--- config.mk ---
export PLATFORM = sky130hd
export DESIGN_NAME = samul_arb_ctrl
export DESIGN_NICKNAME = d
export VERILOG_FILES = /design/src/rtl/samul_pkg.sv /design/src/rtl/samul_iter_core.sv /design/src/rtl/samul_arb_ctrl.sv
export SDC_FILE = /design/constraint.sdc
export NUM_CORES = 1
export LEC_CHECK = 0
export CORE_ASPECT_RATIO = 1.4
export CORE_MARGIN = 5
export CORE_UTILIZATION = 42
export DETAILED_ROUTE_END_ITERATION = 6
export PLACE_DENSITY = 0.62
export SLEW_MARGIN = 20
export SYNTH_ARGS = -nofsm -noshare
export SYNTH_HDL_FRONTEND = slang
export SYNTH_SLANG_ARGS = --single-unit
--- constraint.sdc ---
create_clock -name clk -period 5.3 [get_ports clk]
set_clock_uncertainty 0.1 [all_clocks]
set_input_delay 1.06 -clock clk [delete_from_list [all_inputs] [get_ports clk]]
set_output_delay 1.06 -clock clk [all_outputs]
set_load 0.005 [all_outputs]
--- src/rtl/samul_pkg.sv ---
// Shared types and constants for the arbitrated iterative multiplier.
// The FSM encoding, the default operand width and the response latency live here.
package samul_pkg;

    localparam int WIDTH_DEF = 32;
    localparam int LATENCY   = WIDTH_DEF + 3;

    typedef enum logic [2:0] {
        ST_IDLE = 3'd0,
        ST_LOAD = 3'd1,
        ST_ITER = 3'd2,
        ST_SIGN = 3'd3,
        ST_DONE = 3'd4
    } state_e;

endpackage

--- src/rtl/samul_iter_core.sv ---
// Sign-magnitude shift-add multiplier datapath: magnitudes in M/Q, partial sum in C,
// one add-and-shift per step, sign re-applied combinationally on the final product.
module samul_iter_core
    import samul_pkg::*;
#(
    parameter int WIDTH = WIDTH_DEF
) (
    input  logic                 clk,
    input  logic                 rst_n,
    input  logic                 load_i,
    input  logic                 step_i,
    input  logic [WIDTH-1:0]     a_i,
    input  logic [WIDTH-1:0]     b_i,
    output logic [2*WIDTH-1:0]   prod_o
);

    logic [WIDTH-1:0]   m_q, m_d;
    logic [WIDTH-1:0]   q_q, q_d;
    logic [WIDTH:0]     c_q, c_d;
    logic               sign_q, sign_d;
    logic [WIDTH:0]     acc_s;
    logic [2*WIDTH-1:0] full_s;

    // Unsigned magnitude; the most negative operand maps to 2^(WIDTH-1) without overflow.
    function automatic logic [WIDTH-1:0] abs_val(input logic [WIDTH-1:0] v);
        logic [WIDTH-1:0] r;
        if (v[WIDTH-1]) begin
            r = ~v + {{(WIDTH-1){1'b0}}, 1'b1};
        end else begin
            r = v;
        end
        return r;
    endfunction

    // Next-state of the datapath registers: load, step or hold.
    always_comb begin
        m_d    = m_q;
        q_d    = q_q;
        c_d    = c_q;
        sign_d = sign_q;
        acc_s  = q_q[0] ? (c_q + {1'b0, m_q}) : c_q;
        if (load_i) begin
            m_d    = abs_val(a_i);
            q_d    = abs_val(b_i);
            c_d    = {(WIDTH+1){1'b0}};
            sign_d = a_i[WIDTH-1] ^ b_i[WIDTH-1];
        end else if (step_i) begin
            c_d = {1'b0, acc_s[WIDTH:1]};
            q_d = {acc_s[0], q_q[WIDTH-1:1]};
        end else begin
            c_d = c_q;
        end
    end

    // Datapath register bank.
    always_ff @(posedge clk or negedge rst_n) begin
        if (!rst_n) begin
            m_q    <= {WIDTH{1'b0}};
            q_q    <= {WIDTH{1'b0}};
            c_q    <= {(WIDTH+1){1'b0}};
            sign_q <= 1'b0;
        end else begin
            m_q    <= m_d;
            q_q    <= q_d;
            c_q    <= c_d;
            sign_q <= sign_d;
        end
    end

    // C never exceeds WIDTH bits after a shift, so the product is {C[WIDTH-1:0], Q}.
    assign full_s = {c_q[WIDTH-1:0], q_q};
    assign prod_o = sign_q ? (~full_s + {{(2*WIDTH-1){1'b0}}, 1'b1}) : full_s;

endmodule

--- src/rtl/samul_arb_ctrl.sv ---
// Round-robin front end that shares one iterative multiplier between two requesters;
// holds the FSM, arbiter, step counter and the registered response.
module samul_arb_ctrl
    import samul_pkg::*;
#(
    parameter int WIDTH = WIDTH_DEF
) (
    input  logic                 clk,
    input  logic                 rst_n,
    input  logic                 req0_valid,
    input  logic [WIDTH-1:0]     req0_a,
    input  logic [WIDTH-1:0]     req0_b,
    output logic                 req0_ready,
    input  logic                 req1_valid,
    input  logic [WIDTH-1:0]     req1_a,
    input  logic [WIDTH-1:0]     req1_b,
    output logic                 req1_ready,
    output logic                 rsp_valid,
    input  logic                 rsp_ready,
    output logic                 rsp_id,
    output logic [2*WIDTH-1:0]   rsp_result,
    output logic                 busy
);

    localparam int CNT_W = (WIDTH > 1) ? $clog2(WIDTH) : 1;

    state_e             state_q, state_d;
    logic [CNT_W-1:0]   cnt_q, cnt_d;
    logic               last_q, last_d;
    logic               id_q, id_d;
    logic [WIDTH-1:0]   a_q, a_d, b_q, b_d;
    logic               rsp_id_q, rsp_id_d;
    logic [2*WIDTH-1:0] rsp_result_q, rsp_result_d;
    logic               grant_vld_s, grant_id_s;
    logic               load_s, step_s;
    logic [2*WIDTH-1:0] prod_s;

    // Round-robin pick: on a tie the requester not granted last wins.
    always_comb begin
        grant_vld_s = req0_valid | req1_valid;
        if (req0_valid && req1_valid) begin
            grant_id_s = ~last_q;
        end else if (req1_valid) begin
            grant_id_s = 1'b1;
        end else begin
            grant_id_s = 1'b0;
        end
    end

    // FSM next-state and datapath controls.
    always_comb begin
        state_d      = state_q;
        cnt_d        = cnt_q;
        last_d       = last_q;
        id_d         = id_q;
        a_d          = a_q;
        b_d          = b_q;
        rsp_id_d     = rsp_id_q;
        rsp_result_d = rsp_result_q;
        load_s       = 1'b0;
        step_s       = 1'b0;
        case (state_q)
            ST_IDLE: begin
                if (grant_vld_s) begin
                    state_d = ST_LOAD;
                    last_d  = grant_id_s;
                    id_d    = grant_id_s;
                    a_d     = grant_id_s ? req1_a : req0_a;
                    b_d     = grant_id_s ? req1_b : req0_b;
                end else begin
                    state_d = ST_IDLE;
                end
            end
            ST_LOAD: begin
                load_s  = 1'b1;
                cnt_d   = {CNT_W{1'b0}};
                state_d = ST_ITER;
            end
            ST_ITER: begin
                step_s = 1'b1;
                if (cnt_q == CNT_W'(WIDTH - 1)) begin
                    cnt_d   = {CNT_W{1'b0}};
                    state_d = ST_SIGN;
                end else begin
                    cnt_d = cnt_q + CNT_W'(1);
                end
            end
            ST_SIGN: begin
                rsp_result_d = prod_s;
                rsp_id_d     = id_q;
                state_d      = ST_DONE;
            end
            ST_DONE: begin
                if (rsp_ready) begin
                    state_d = ST_IDLE;
                end else begin
                    state_d = ST_DONE;
                end
            end
            default: begin
                state_d = ST_IDLE;
            end
        endcase
    end

    // Control and response registers.
    always_ff @(posedge clk or negedge rst_n) begin
        if (!rst_n) begin
            state_q      <= ST_IDLE;
            cnt_q        <= {CNT_W{1'b0}};
            last_q       <= 1'b1;
            id_q         <= 1'b0;
            a_q          <= {WIDTH{1'b0}};
            b_q          <= {WIDTH{1'b0}};
            rsp_id_q     <= 1'b0;
            rsp_result_q <= {(2*WIDTH){1'b0}};
        end else begin
            state_q      <= state_d;
            cnt_q        <= cnt_d;
            last_q       <= last_d;
            id_q         <= id_d;
            a_q          <= a_d;
            b_q          <= b_d;
            rsp_id_q     <= rsp_id_d;
            rsp_result_q <= rsp_result_d;
        end
    end

    samul_iter_core #(.WIDTH(WIDTH)) u_core (
        .clk    (clk),
        .rst_n  (rst_n),
        .load_i (load_s),
        .step_i (step_s),
        .a_i    (a_q),
        .b_i    (b_q),
        .prod_o (prod_s)
    );

    assign req0_ready = (state_q == ST_IDLE) && grant_vld_s && !grant_id_s;
    assign req1_ready = (state_q == ST_IDLE) && grant_vld_s &&  grant_id_s;
    assign rsp_valid  = (state_q == ST_DONE);
    assign busy       = (state_q != ST_IDLE);
    assign rsp_id     = rsp_id_q;
    assign rsp_result = rsp_result_q;

endmodule

==> After elaboration in Yosys (flattened, before gate mapping) <==
Index checks and enable logic that the tools add are counted.
{ "word_totals": {"ff_bits": 237, "wordCells": 59, "output_inout_bits": 69} }
{ "op_classes": {"n_eq_ne": 6, "mux": 20, "addsub": 5, "reduce_logical": 10, "bitwise_logic": 6} }
{ "op_table": {"columns": ["op", "n"], "rows": [
  ["two-way mux 32 bit", 6],
  ["two-way mux 33 bit", 3],
  ["adder 32 x 1 -> 32 bit, second input constant", 2],
  ["adder 64 x 1 -> 64 bit, second input constant", 1],
  ["two-way mux 64 bit", 1],
  ["NOT 32 bit", 2],
  ["NOT 64 bit", 1],
  ["adder 33 x 32 -> 33 bit", 1],
  ["one-hot mux 3 bit (5 select lines)", 1],
  ["one-hot mux 5 bit (2 select lines)", 1],
  ["equality test 3 x 2 -> 1 bit, second input constant", 2],
  ["two-way mux 3 bit", 2],
  ["adder 5 x 1 -> 5 bit, second input constant", 1],
  ["equality test 5 bit, second input constant", 1],
  ["two-way mux 1 bit", 5],
  ["two-way mux 5 bit", 1],
  ["logical AND 1 bit", 4],
  ["nonzero test 2 bit", 2],
  ["equality test 3 x 1 -> 1 bit, second input constant", 1],
  ["equality test 3 bit, second input constant", 1],
  ["zero test 3 bit", 1],
  ["nonzero test 3 bit", 1],
  ["inequality test 2 bit, second input constant", 1],
  ["AND reduction 2 bit", 1],
  ["4 further kinds", 4]
]} }

==> Longest topological paths before layout <==
Gate-level depths: netlist of the first run.
{ "logic_depth": {"ltp_word": 4, "mapped_depth": 11, "depth_no_buf": 11} }

==> Cells and area by module <==
A second synthesis of the first run with hierarchy kept.
{ "hier_totals": {"cells_unflattened": 1455, "hier_area_um2": 14417.6} }
{ "by_module_without_submodules": {"columns": ["module", "instances", "area_each_um2", "seq_area_each_um2", "cells_per_inst"], "rows": [
  ["samul_iter_core", 1, 8654.6, 2427.3, 1051],
  ["samul_arb_ctrl", 1, 5763.0, 3479.6, 404]
]} }

==> Worst setup path before layout of the first run <==
OpenSTA, ideal clock, no wires.
{ "synth_path": {"kind": "register -> register", "start": "register u_core.q_q[8]", "end": "register rsp_result_q[63] (netlist: rsp_result[63])", "setup_slack_ps": 2225, "path_buffers": 1, "t_arrival_ps": 2845, "stages_incl_launch_ff": 9, "period_less_slack_ps": 3075, "cell_sequence": "dfrtp_1 or4_4 or4_4 buf_6 or4_4 or3_4 o41ai_4 xor2_1 o21ai_1"} }
{ "synth_between": {"elab_chain_cells": 3} }
{ "synth_rtl": {"columns": ["item", "line", "rtl"], "rows": [
  ["start, declared", "samul_iter_core.sv:18", "logic [WIDTH-1:0] q_q, q_d;"],
  ["start signal, assigned", "samul_iter_core.sv:59", "q_q <= {WIDTH{1'b0}};"],
  ["start signal, assigned", "samul_iter_core.sv:64", "q_q <= q_d;"],
  ["NOT 64 bit", "samul_iter_core.sv:72", "assign prod_o = sign_q ? (~full_s + {{(2*WIDTH-1){1'b0}}, 1'b1}) : full_s;"],
  ["adder 64 x 1 -> 64 bit", "samul_iter_core.sv:72", null],
  ["two-way mux 64 bit", "samul_iter_core.sv:72", null],
  ["end signal, assigned", "samul_arb_ctrl.sv:116", "rsp_result_q <= {(2*WIDTH){1'b0}};"],
  ["end signal, assigned", "samul_arb_ctrl.sv:125", "rsp_result_q <= rsp_result_d;"],
  ["end, declared", "samul_arb_ctrl.sv:33", "logic [2*WIDTH-1:0] rsp_result_q, rsp_result_d;"]
]} }
No other way between the ends.
A chain may end at the register's enable or synchronous reset.

==> Worst setup path in the final report of the first run <==
{ "layout_path": {"start": "register state_q[0]", "end": "output req0_ready"} }
{ "layout_between": {"elab_chain_cells": 3} }
{ "layout_rtl": {"columns": ["item", "line", "rtl"], "rows": [
  ["start, declared", "samul_arb_ctrl.sv:27", "state_e state_q, state_d;"],
  ["start signal, assigned", "samul_arb_ctrl.sv:118", "state_q <= state_d;"],
  ["zero test 3 bit", "samul_arb_ctrl.sv:139", "assign req0_ready = (state_q == ST_IDLE) && grant_vld_s && !grant_id_s;"],
  ["logical AND 1 bit (2 in series)", "samul_arb_ctrl.sv:139", null],
  ["end, declared", "samul_arb_ctrl.sv:13", "output logic req0_ready,"]
]} }
No other way between the ends.

==> flow_summary.rst, run 1 <==
.. list-table::
   :header-rows: 1

   * - Metric
     - Value
   * - Status
     - complete, no violations
   * - Post-DR wirelength/cell
     - approximately 17 um
   * - Combinational power share
     - ~50%
   * - Area fraction in and, or, nand and nor cells after synthesis
     - 16.5%
   * - Timing-limited maximum frequency
     - 258 MHz
   * - Area of the core
     - 32300 um^2
   * - Clock network latency to the later pin of the worst-skew pair
     - 0.53 ns
   * - Number of input and output port buffers inserted
     - 201
   * - Unrepaired setup endpoints after global routing
     - no
   * - Transition at the pin with the smallest max-transition slack
     - ~1.1 ns
   * - Average via count per standard cell
     - 5.39
   * - Wire length of the first global-routing pass
     - between 60 and 70 mm
   * - Switching Power
     - 4.85 mW
   * - RD Place Congestion
     - around 0.87
   * - I/O pin cnt
     - 202
   * - Endpoint type of the worst setup path
     - output port
   * - Reg2reg end
     - rsp_result[56]
   * - Int Pwr
     - 6.12 mW
   * - Placed wire-length estimate
     - 27.1 mm
   * - Area growth syn-to-layout
     - 23.5%
   * - Headroom to the max-slew limit
     - 29.6%
   * - Net count after synthesis
     - 1733
   * - Critical Path AT
     - 2.71 ns
   * - Clock group share of total power
     - 16.6%
   * - Antenna violations before repair
     - 1
   * - Floorplan die width
     - 162 um
   * - H-tree depth
     - 1
   * - Main flop type after synthesis
     - sky130_fd_sc_hd__dfrtp_1
   * - Number of hold violations in the final report
     - 0
   * - Share of the synthesized area in compound gates (AO/OA/AOI/OAI)
     - 22.8%
   * - WHS Path Cells
     - 2
   * - Netlist cell types
     - 68
   * - FF-to-FF Start
     - u_core.q_q[0]
   * - CP startpoint kind
     - register
   * - Dominant combinational cell family by area after synthesis
     - compound AO/OA/AOI/OAI gates
   * - Initial core utilization
     - a little over two fifths
   * - HP Start
     - rsp_result[17]
   * - Count of nets after finishing
     - 1872
   * - Final-layout setup total negative slack
     - 0 ns
   * - Total of warnings raised by yosys
     - 0
   * - Number of clock sinks
     - 236
   * - Number of CTS-inserted buffers
     - 25
   * - Total of fill cells in the finished design
     - 3045
   * - Mux contribution to synthesized area
     - less than 1%
   * - Initial DRC count
     - 775
   * - Pin count of the biggest net entering global routing
     - 130
   * - Fraction of final layout cells with drive strength greater than 1
     - 4.71%
   * - Worst setup path class
     - reg2out
   * - Maximum buffer depth of the clock tree
     - 3
   * - Die Area
     - 36200 um^2
   * - Synth Area per Inst
     - 8.74 um^2
   * - Routed via count
     - 11600
   * - Setup slack of the most critical reg-to-reg path
     - between 1.5 and 2 ns
   * - Type of the most critical hold path
     - reg2reg
   * - Sequential cell fraction of total power
     - 34.6%
   * - Post-cts repair resize count
     - 0
   * - Max VDD drop
     - 0.000559 V
   * - Clock period minus final worst setup slack
     - 3.87 ns
   * - FF+latch count, synth
     - 236
   * - Number of hold buffers added after CTS
     - 0
   * - Number of DRC violations after detailed routing
     - 0
   * - Async set or reset register ratio after synthesis
     - 100%
   * - Endpoint required time on the critical path
     - 4.14 ns
   * - Number of buffers inserted to repair setup after CTS
     - 0
   * - Clock tree from TritonCTS
     - yes
   * - Summed instance area of the synthesized netlist
     - 13600 um^2
   * - ANT nets after route
     - 0
   * - Max-Cap Viols
     - 0
   * - Area share of xor/xnor cells in the synthesized design
     - under 10%
   * - Total leakage power
     - a little over 7 nW
   * - Hold Path End
     - rsp_result[17]
   * - Post-synthesis sequential area ratio
     - 43.3%
   * - Site Rows
     - between 70 and 80
   * - Power density cells
     - 651 nW/um^2
   * - Reg clk slew, reported paths
     - 0.06 ns
   * - Synth Area in Adders
     - under 10%
   * - Overall Global Routing Usage
     - 20.2%
   * - Die height
     - 223 um
   * - R2r worst-path depth
     - 9
   * - Number of synthesized flops with an enable pin
     - 0
   * - Net switching share of the total power
     - between 40% and 50%
   * - Number of max-slew violations in the final report
     - 0
   * - GRT Residual Overflow
     - 0
   * - Cell at the root of the clock tree
     - sky130_fd_sc_hd__clkbuf_16
   * - Via count of the first global-routing pass
     - approximately 11000
   * - Critical path fanouts, max
     - 18
   * - Number of standard cells after synthesis
     - 1562
   * - Part of the cycle the worst path needs
     - 73.1%
   * - Routed wire length
     - 36.5 mm
   * - Final Setup Violations
     - 0
   * - Drt first pass iters
     - 6
   * - Final Util
     - 52.2%
layout make-up:
| class | count | area (um^2) | area share, % |
|---|---|---|---|
| Antenna cell | 1 | 2.50 | 0.0148 |
| Clock buffer | 36 | 737 | 4.37 |
| Clock inverter | 10 | 119 | 0.705 |
| Sequential cell | 236 | 5910 | 35.1 |
| Tap cell | 440 | 551 | 3.27 |
| Timing Repair Buffer | 212 | 2130 | 12.7 |
| Multi-Input combinational cell | 1205 | 7320 | 43.5 |
| Inverter | 21 | 78.8 | 0.468 |
logic make-up after synthesis:
logic type / count (synthesis)
AOI/OAI and AO/OA: 496
adders and majority gates: 38
buffers and inverters: 121
and+or+nand+nor: 510
DFF: 236
xor gates and xnor gates: 149
muxes: 12
worst max-delay path: stages (launching register included):
cell and delay, ns:
sky130_fd_sc_hd__dfrtp_1 0.59, sky130_fd_sc_hd__or3_1 0.59, sky130_fd_sc_hd__o21bai_4 0.24, sky130_fd_sc_hd__a21oi_4 0.21, sky130_fd_sc_hd__clkdlybuf4s50_1 0.55
stage by stage:
step           power [mW]  setup WS [ns]  cell area (um^2)  instances  hold slack, ns
3_3_place_gp         9.06           1.58             16000       2113           0.362
6_report             11.0           1.43             16900       2161           0.377
4_1_cts              11.0           1.37             16800       2159           0.385
3_5_place_dp         9.16           1.58             16000       2113           0.370
2_1_floorplan        7.33           2.23             13600       1562           0.346
5_1_grt              12.0           1.34             16900       2161           0.408
power groups by stage:
stage	logic, mW	registers [mW]	clock network [mW]
final	5.36	3.79	1.82
after global routing	6.11	3.95	1.93
after detailed placement	5.36	3.81	0
after floorplan	4.02	3.31	0
after CTS	5.38	3.78	1.87
after global placement	5.28	3.77	0
cells in the mapped netlist, types with 5 or more instances:
cell	n	share of area (%)
sky130_fd_sc_hd__nand2_1	339	9.3
sky130_fd_sc_hd__dfrtp_1	235	43
sky130_fd_sc_hd__o21ai_0	217	8.0
sky130_fd_sc_hd__xor2_1	123	7.9
sky130_fd_sc_hd__a22oi_1	92	5.1
sky130_fd_sc_hd__clkbuf_1	89	2.4
sky130_fd_sc_hd__a21oi_1	55	2.0
sky130_fd_sc_hd__nor2_1	44	1.2
sky130_fd_sc_hd__ha_1	37	3.4
sky130_fd_sc_hd__o31ai_1	37	2.0
sky130_fd_sc_hd__xnor2_1	26	1.7
sky130_fd_sc_hd__inv_1	21	0.58
sky130_fd_sc_hd__or3_1	21	0.96
sky130_fd_sc_hd__nand3_1	19	0.70
sky130_fd_sc_hd__o41ai_1	19	1.2
sky130_fd_sc_hd__or4_1	18	0.99
sky130_fd_sc_hd__nor3_1	15	0.55
sky130_fd_sc_hd__a21o_1	12	0.66
sky130_fd_sc_hd__mux2i_1	11	0.81
sky130_fd_sc_hd__nand4_1	11	0.50
sky130_fd_sc_hd__buf_1	9	0.25
sky130_fd_sc_hd__nand2b_1	8	0.37
sky130_fd_sc_hd__or2_2	7	0.32
sky130_fd_sc_hd__a211oi_1	6	0.33
sky130_fd_sc_hd__nor2b_1	6	0.28
sky130_fd_sc_hd__o21ai_1	6	0.22
sky130_fd_sc_hd__a31oi_1	5	0.23
sky130_fd_sc_hd__nor4_1	5	0.23
sky130_fd_sc_hd__o221ai_1	5	0.32
how the worst max path moves through the flow:
| stage | start | endpoint | slack (ns) | cells past startpoint |
|---|---|---|---|---|
| final | state_q[0] | req0_ready | 1.43 | 4 |
| after global routing | state_q[0] | req0_ready | 1.34 | 4 |
| after CTS | state_q[0] | req0_ready | 1.37 | 4 |
| after detailed placement | req1_valid | req0_ready | 1.58 | 4 |
| after global placement | req0_valid | req0_ready | 1.58 | 4 |
| after floorplan | u_core.q_q[8] | rsp_result[63] | 2.23 | 8 |
cells in the final DEF, fill, tap and decap left out, types with 7 or more instances in the layout:
cell type	synthesis	routed
sky130_fd_sc_hd__a21o_1	12	12
sky130_fd_sc_hd__a21oi_1	55	54
sky130_fd_sc_hd__a22oi_1	92	92
sky130_fd_sc_hd__buf_4	0	9
sky130_fd_sc_hd__clkbuf_16	0	25
sky130_fd_sc_hd__clkbuf_8	0	7
sky130_fd_sc_hd__clkdlybuf4s50_1	0	200
sky130_fd_sc_hd__dfrtp_1	235	234
sky130_fd_sc_hd__ha_1	37	37
sky130_fd_sc_hd__inv_1	21	21
sky130_fd_sc_hd__mux2i_1	11	11
sky130_fd_sc_hd__nand2_1	339	336
sky130_fd_sc_hd__nand2b_1	8	8
sky130_fd_sc_hd__nand3_1	19	19
sky130_fd_sc_hd__nand4_1	11	11
sky130_fd_sc_hd__nor2_1	44	43
sky130_fd_sc_hd__nor3_1	15	15
sky130_fd_sc_hd__o21ai_0	217	217
sky130_fd_sc_hd__o31ai_1	37	37
sky130_fd_sc_hd__o41ai_1	19	19
sky130_fd_sc_hd__or2_2	7	7
sky130_fd_sc_hd__or3_1	21	21
sky130_fd_sc_hd__or4_1	18	18
sky130_fd_sc_hd__xnor2_1	26	26
sky130_fd_sc_hd__xor2_1	123	123
registers in the layout (all words and copies together), names as in the netlist:
signal         flops
u_core.sign_q      1
u_core.m_q        32
rsp_id             1
rsp_result        64
u_core.q_q        32
b_q               32
state_q            3
last_q             1
id_q               1
u_core.c_q        32
a_q               32
cnt_q              5
metal layers:
| layer | routed length [um] | global-route usage [%] | up-vias |
|---|---|---|---|
| met5 | 0 | 0 | - |
| li1 | - | - | 5870 |
| met1 | 17500 | 30.2 | 5427 |
| met3 | 1780 | 2.38 | 42 |
| met2 | 16500 | 31.1 | 305 |
| met4 | 729 | 5.02 | 0 |
Power figures use the tool's default switching activity.
==> inputs of run 2 (changes only) <==
--- a/config.mk
+++ b/config.mk
@@ -9,7 +9,7 @@
 export CORE_MARGIN = 5
 export CORE_UTILIZATION = 42
 export DETAILED_ROUTE_END_ITERATION = 6
-export PLACE_DENSITY = 0.62
+export PLACE_DENSITY = 0.65
 export SLEW_MARGIN = 20
 export SYNTH_ARGS = -nofsm -noshare
 export SYNTH_HDL_FRONTEND = slang
==> constraint.sdc (replaced) <==
create_clock -name clk -period 3.2 [get_ports clk]
set_clock_uncertainty 0.1 [all_clocks]
set_input_delay 0.64 -clock clk [delete_from_list [all_inputs] [get_ports clk]]
set_output_delay 0.64 -clock clk [all_outputs]
set_load 0.005 [all_outputs]
==> run 2 against run 1 <==
  * Critical path depth up 3
  * Worst hold slack got worse by 0.37 ns
  * Flip-flop and latch count unchanged
  * Sequential power rose by 60%
  * Critical path type is now reg2reg
  * Critical endpoint is now rsp_result[63]
  * Largest cell class unchanged
  * Highest routed layer unchanged
==> flow_summary.rst, run 2 (synthesis gave the netlist of run 1 again) <==
.. list-table::
   :header-rows: 1

   * - Metric
     - Value
   * - Status
     - complete, no violations (unchanged)
   * - RD Place Congestion
     - 0.916 (was 0.871)
   * - Average via count per standard cell
     - 5.38 (was 5.39)
   * - R2r worst-path depth
     - 7 (was 9)
   * - Number of input and output port buffers inserted
     - 201 (unchanged)
   * - Endpoint required time on the critical path
     - 3.51 ns (was 4.14 ns)
   * - Number of hold buffers added after CTS
     - 0 (unchanged)
   * - Routed wire length
     - 36.7 mm (was 36.5 mm)
   * - Total leakage power
     - 7.45 nW (was 7.25 nW)
   * - I/O pin cnt
     - 202 (unchanged)
   * - Clock network latency to the later pin of the worst-skew pair
     - 0.55 ns (was 0.53 ns)
   * - Combinational power share
     - 51.0% (was 48.9%)
   * - Pin count of the biggest net entering global routing
     - 96 (was 130)
   * - Minimum hold slack
     - 0.00978 ns (was 0.377 ns)
   * - Headroom to the max-slew limit
     - 30.6% (was 29.6%)
   * - Placement-stage cell area
     - 16300 um^2 (was 16000 um^2)
   * - Critical Path AT
     - 3.45 ns (was 2.71 ns)
   * - Routed via count
     - 11800 (was 11600)
   * - Commonest non-fill, non-tap cell in the layout
     - sky130_fd_sc_hd__nand2_1 (unchanged)
   * - Endpoint type of the worst setup path
     - register (was output port)
   * - FF-to-FF Start
     - u_core.q_q[10] (was u_core.q_q[0])
   * - Wire length of the first global-routing pass
     - 59.8 mm (was 60.6 mm)
   * - Commonest cells after routing, fill and taps aside
     - 336 x sky130_fd_sc_hd__nand2_1, 234 x sky130_fd_sc_hd__dfrtp_1, 217 x sky130_fd_sc_hd__o21ai_0 (unchanged)
   * - Count of nets after finishing
     - 1912 (was 1872)
   * - GRT met1 Usage
     - 29.1% (was 30.2%)
   * - CP startpoint kind
     - register (unchanged)
   * - Number of flip-flops in the largest register
     - 64 (unchanged)
   * - Post-route cell area
     - 17200 um^2 (was 16900 um^2)
   * - Reg clk slew, reported paths
     - 0.06 ns (about the same)
   * - Number of CTS-inserted buffers
     - 24 (was 25)
   * - Final-layout setup total negative slack
     - 0 ns (unchanged)
   * - Worst setup path class
     - reg2reg (was reg2out)
   * - Critical path fanouts, max
     - 5 (was 18)
   * - Setup slack of the most critical reg-to-reg path
     - 0.06 ns (was 1.92 ns)
   * - Power density cells
     - 1070 nW/um^2 (was 651 nW/um^2)
   * - Most Used Layer, Global Route
     - met2 (unchanged)
   * - Post-DR wirelength/cell
     - 16.7 um (was 16.9 um)
   * - ANT nets after route
     - 0 (unchanged)
   * - Overall Global Routing Usage
     - 19.9% (was 20.2%)
   * - Unrepaired setup endpoints after global routing
     - yes (was no)
   * - Crit path to
     - rsp_result[63] (was req0_ready)
   * - Number of max-slew violations in the final report
     - 0 (unchanged)
   * - Initial core utilization
     - 42.2% (unchanged)
   * - Clock tree from TritonCTS
     - yes (unchanged)
   * - Reg2reg end
     - rsp_result[63] (was rsp_result[56])
   * - Max VDD drop
     - 0.000815 V (was 0.000559 V)
   * - Number of hold violations in the final report
     - 0 (unchanged)
   * - Type of the most critical hold path
     - in2async (was reg2reg)
   * - Cell at the root of the clock tree
     - sky130_fd_sc_hd__clkbuf_16 (unchanged)
   * - M2 GR Usage
     - 31.1% (about the same)
   * - Switching Power
     - 8.05 mW (was 4.85 mW)
   * - Timing-limited maximum frequency
     - 318 MHz
   * - Clock group share of total power
     - 16.0% (was 16.6%)
   * - Sequential cell fraction of total power
     - 33.0% (was 34.6%)
   * - Placed wire-length estimate
     - 27.7 mm (was 27.1 mm)
   * - Clock period minus final worst setup slack
     - 3.14 ns
   * - Via count of the first global-routing pass
     - 11400 (was 11300)
   * - Die height
     - 223 um (unchanged)
   * - Fraction of met3 tracks used by global routing
     - 2.62% (was 2.38%)
   * - Launching element of the worst setup path
     - u_core.q_q[10] (was state_q[0])
   * - Drt first pass iters
     - 5 (was 6)
   * - Floorplan die width
     - 162 um (unchanged)
   * - Area growth syn-to-layout
     - 25.8% (was 23.5%)
   * - Site Rows
     - 78 (unchanged)
   * - Final Setup Violations
     - 0 (unchanged)
   * - Part of the cycle the worst path needs
     - approximately 100%
   * - GRT Residual Overflow
     - 0 (unchanged)
   * - Die Area
     - 36200 um^2 (unchanged)
   * - Final Util
     - 53.1% (was 52.2%)
   * - Fraction of final layout cells with drive strength greater than 1
     - 6.94% (was 4.71%)
   * - Antenna violations before repair
     - 1 (unchanged)
   * - Maximum buffer depth of the clock tree
     - 3 (unchanged)
   * - Number of clock sinks
     - 236 (unchanged)
   * - Max-Cap Viols
     - 0 (unchanged)
   * - Area of the core
     - 32300 um^2 (unchanged)
   * - Initial DRC count
     - 718 (was 775)
   * - Int Pwr
     - 10.4 mW (was 6.12 mW)
   * - Number of DRC violations after detailed routing
     - 0 (unchanged)
   * - Transition at the pin with the smallest max-transition slack
     - 1.04 ns (was 1.06 ns)
   * - H-tree depth
     - 1 (unchanged)
   * - Total of fill cells in the finished design
     - 3015 (was 3045)
   * - Net switching share of the total power
     - 43.7% (was 44.2%)
-- run 2: layout make-up --
cell class	count	area (um^2)	area share (%)
Multi-Input combinational cell	1205	7330	42.7
Sequential cell	236	5910	34.4
Timing Repair Buffer	253	2460	14.3
Clock buffer	36	736	4.29
Tap cell	440	551	3.21
Clock inverter	8	104	0.605
Inverter	21	78.8	0.459
Antenna cell	1	2.50	0.0146
-- run 2: routing by layer --
metal | vias up | share of wire [%]
met5 | - | 0
met4 | 0 | 2.3
met3 | 50 | 4.8
met2 | 286 | 45
met1 | 5558 | 48
li1 | 5946 | -
-- run 2: critical path: stages, from the launching register on --
cell,delay [ns]
sky130_fd_sc_hd__dfrtp_1,0.41
sky130_fd_sc_hd__or4_4,0.57
sky130_fd_sc_hd__or4_4,0.53
sky130_fd_sc_hd__or4_4,0.48
sky130_fd_sc_hd__or3_4,0.44
sky130_fd_sc_hd__o41ai_4,0.23
sky130_fd_sc_hd__xor2_1,0.17
sky130_fd_sc_hd__o21ai_1,0.07
-- run 2: worst min path at each step --
stage | startpoint | endpoint | slack [ns] | cells past startpoint
CTS | rst_n | u_core.q_q[5] | 0.006 | 1
detailed placement | id_q | id_q | 0.36 | 1
global placement | id_q | id_q | 0.36 | 1
global route | rst_n | b_q[16] | 0.06 | 1
floorplan | rst_n | a_q[0] | 0.24 | 0
finish | rst_n | b_q[16] | 0.01 | 1
-- run 2: repair_timing --
action                                  4_1_cts  5_1_grt
endpoints found under the setup margin        1        1
pin swaps                                     0        2
gates resized for setup                       1        1
setup buffers                                 0        2
endpoints found under the hold margin         0        0
-- run 2: power groups by stage --
stage	Clock (mW)	Combinational, mW	Sequential (mW)
after floorplan	0	6.66	5.48
after global placement	0	9.23	6.06
after detailed placement	0	9.38	6.11
after CTS	3.03	9.42	6.06
after global routing	3.14	10.6	6.31
final	2.94	9.39	6.08
-- run 2: through the flow --
step / setup WS (ns) / power, mW / std cells
final: 0.0576 / 18.4 / 2200
after global routing: -0.0211 / 20.0 / 2200
after CTS: 0.0393 / 18.5 / 2197
after detailed placement: 0.0892 / 15.5 / 2153
after global placement: 0.104 / 15.3 / 2153
after floorplan: 0.125 / 12.1 / 1562
==> inputs of run 3 (changes only) <==
--- a/config.mk
+++ b/config.mk
@@ -10,6 +10,7 @@
 export CORE_UTILIZATION = 42
 export DETAILED_ROUTE_END_ITERATION = 6
 export PLACE_DENSITY = 0.65
+export REMOVE_ABC_BUFFERS = 1
 export SLEW_MARGIN = 20
 export SYNTH_ARGS = -nofsm -noshare
 export SYNTH_HDL_FRONTEND = slang
==> run 3 against run 2 <==
  * Critical path depth unchanged
  * The run now ends with hold timing left
  * Final cell count about the same
  * Flip-flop and latch count unchanged
  * Count of clock-buffer cells in the layout up 3
  * Power down 0.61%
  * Non-clock buffer count unchanged
==> flow_summary.rst, run 3 (synthesis gave the netlist of run 1 again) <==
.. list-table::
   :header-rows: 1

   * - Metric
     - Value
   * - Status
     - finished with violations (was complete, no violations)
   * - Violations in the final reports
     - hold timing
   * - Headroom to the max-slew limit
     - 36.4% (was 30.6%)
   * - Commonest cells after routing, fill and taps aside
     - 336 x sky130_fd_sc_hd__nand2_1, 234 x sky130_fd_sc_hd__dfrtp_1, 216 x sky130_fd_sc_hd__o21ai_0 (was 336 x sky130_fd_sc_hd__nand2_1, 234 x sky130_fd_sc_hd__dfrtp_1, 217 x sky130_fd_sc_hd__o21ai_0)
   * - Endpoint type of the worst setup path
     - register (unchanged)
   * - RD Place Congestion
     - 0.907 (was 0.916)
   * - Number of input and output port buffers inserted
     - 201 (unchanged)
   * - Commonest non-fill, non-tap cell in the layout
     - sky130_fd_sc_hd__nand2_1 (unchanged)
   * - Fraction of final layout cells with drive strength greater than 1
     - 6.65% (was 6.94%)
   * - Floorplan die width
     - 162 um (unchanged)
   * - Number of DRC violations after detailed routing
     - 0 (unchanged)
   * - Total of fill cells in the finished design
     - 3049 (was 3015)
   * - Via count of the first global-routing pass
     - 11800 (was 11400)
   * - Critical Path AT
     - 3.42 ns (was 3.45 ns)
   * - Pin count of the biggest net entering global routing
     - 96 (unchanged)
   * - Maximum buffer depth of the clock tree
     - 3 (unchanged)
   * - Average via count per standard cell
     - 5.44 (was 5.38)
   * - Die Area
     - 36200 um^2 (unchanged)
   * - Area of the core
     - 32300 um^2 (unchanged)
   * - Die height
     - 223 um (unchanged)
   * - GRT Residual Overflow
     - 0 (unchanged)
   * - Routed wire length
     - 38.1 mm (was 36.7 mm)
   * - Clock network latency to the later pin of the worst-skew pair
     - 0.55 ns (about the same)
   * - Total placed cells including tap cells
     - 2154 (was 2153)
   * - Minimum hold slack
     - -0.00881 ns (was 0.00978 ns)
   * - H-tree depth
     - 1 (unchanged)
   * - Number of max-slew violations in the final report
     - 0 (unchanged)
   * - Worst setup path class
     - reg2reg (unchanged)
   * - Wire length of the first global-routing pass
     - 62.6 mm (was 59.8 mm)
   * - Clock period minus final worst setup slack
     - 3.10 ns (was 3.14 ns)
   * - Power Total
     - 18.3 mW (was 18.4 mW)
   * - Initial DRC count
     - 725 (was 718)
   * - Timing-limited maximum frequency
     - 323 MHz (was 318 MHz)
   * - Number of clock sinks
     - 236 (unchanged)
   * - Final-layout setup total negative slack
     - 0 ns (unchanged)
   * - Power density cells
     - 1070 nW/um^2 (about the same)
   * - Part of the cycle the worst path needs
     - 96.7% (was 98.2%)
   * - Initial core utilization
     - 42.2% (unchanged)
   * - ANT nets after route
     - 0 (unchanged)
   * - Cell at the root of the clock tree
     - sky130_fd_sc_hd__clkbuf_16 (unchanged)
   * - Clock tree from TritonCTS
     - yes (unchanged)
   * - Total leakage power
     - 7.41 nW (was 7.45 nW)
   * - R2r worst-path depth
     - 7 (unchanged)
   * - Reg clk slew, reported paths
     - 0.06 ns (about the same)
   * - Number of CTS-inserted buffers
     - 25 (was 24)
   * - Overall Global Routing Usage
     - 20.8% (was 19.9%)
   * - Number of flip-flops in the largest register
     - 64 (unchanged)
   * - Antenna violations before repair
     - 0 (was 1)
   * - Critical path fanouts, max
     - 5 (unchanged)
   * - Drt first pass iters
     - 7 (was 5)
   * - Count of nets after finishing
     - 1913 (was 1912)
   * - Number of inserted diodes
     - 0 (was 1)
   * - Type of the most critical hold path
     - in2async (unchanged)
   * - Number of hold violations in the final report
     - 3 (was 0)
   * - Max VDD drop
     - 0.000465 V (was 0.000815 V)
   * - Endpoint required time on the critical path
     - 3.52 ns (was 3.51 ns)
   * - Area growth syn-to-layout
     - 25.3% (was 25.8%)
   * - I/O pin cnt
     - 202 (unchanged)
   * - Final Non-Filler Cells
     - 2199 (was 2200)
   * - Unrepaired setup endpoints after global routing
     - yes (unchanged)
   * - Max-Cap Viols
     - 0 (unchanged)
   * - Post-DR wirelength/cell
     - 17.3 um (was 16.7 um)
   * - CP startpoint kind
     - register (unchanged)
   * - Placed wire-length estimate
     - 28.2 mm (was 27.7 mm)
   * - Routed via count
     - 12000 (was 11800)
   * - Site Rows
     - 78 (unchanged)
   * - Transition at the pin with the smallest max-transition slack
     - 0.954 ns (was 1.04 ns)
   * - Final Setup Violations
     - 0 (unchanged)
-- run 3: cell types whose count changed in the layout (fill, tap and decap cells not counted), moves of 2 or more --
| cell | delta |
|---|---|
| sky130_fd_sc_hd__bufinv_16 | -2 |
| sky130_fd_sc_hd__clkbuf_8 | -3 |
| sky130_fd_sc_hd__clkinv_2 | -2 |
| sky130_fd_sc_hd__clkbuf_1 | +5 |
-- run 3: timing repair --
| item | CTS | global route |
|---|---|---|
| buffers inserted | 0 | 1 |
| setup endpoints to repair | 0 | 9 |
| gates resized for setup | 0 | 4 |
| hold buffers | 0 | 0 |
-- run 3: worst paths after layout --
check | from | end | slack (ns)
max in group asynchronous | rst_n | last_q | 2.16
worst max register to register | u_core.q_q[9] | rsp_result[63] | 0.10
min in group clk | rsp_result[28] | rsp_result[28] | 0.38
worst min register to register | rsp_result[28] | rsp_result[28] | 0.38
worst min-delay path | rst_n | b_q[31] | -0.009
worst max-delay path | u_core.q_q[9] | rsp_result[63] | 0.10
-- run 3: metrics by stage --
step / setup WS (ns) / utilization, % / area, um^2
6_report: 0.105 / 52.9 / 17100
5_1_grt: -0.00158 / 52.9 / 17100
4_1_cts: 0.0221 / 52.9 / 17100
3_5_place_dp: 0.0351 / 50.4 / 16300
3_3_place_gp: 0.0597 / 50.4 / 16300
2_1_floorplan: -2.44 / - / 13300
-- run 3: cell type report --
type                       count  area, um^2  area share [%]
clock buffer                  39         738            4.32
clock inverter                 5        46.3           0.271
inverter                      21        78.8           0.461
multi-input combinational   1205        7330            42.9
sequential                   236        5910            34.5
tap                          440         551            3.22
timing repair buffer         253        2440            14.3
-- run 3: metal layers --
layer	track usage, %	wire (um)	up-vias
met5	0	0	-
met4	5.68	871	0
met3	2.29	1690	52
met2	35.5	18600	269
met1	28.2	16900	5720
li1	-	-	5931
-- run 3: worst max-delay path, stage by stage, from the launching register on --
cell	delay (ns)
sky130_fd_sc_hd__dfrtp_1	0.43
sky130_fd_sc_hd__or4_4	0.52
sky130_fd_sc_hd__or4_4	0.57
sky130_fd_sc_hd__or4_4	0.48
sky130_fd_sc_hd__or3_4	0.40
sky130_fd_sc_hd__o41ai_4	0.22
sky130_fd_sc_hd__xor2_1	0.18
sky130_fd_sc_hd__o21ai_1	0.07
-- run 3: power breakdown --
part / internal, mW / switching, mW / leakage (nW)
Clock: 1.59 / 1.21 / 0.383
Combinational: 4.19 / 5.28 / 4.07
Sequential: 4.40 / 1.62 / 2.96
Total: 10.2 / 8.12 / 7.41
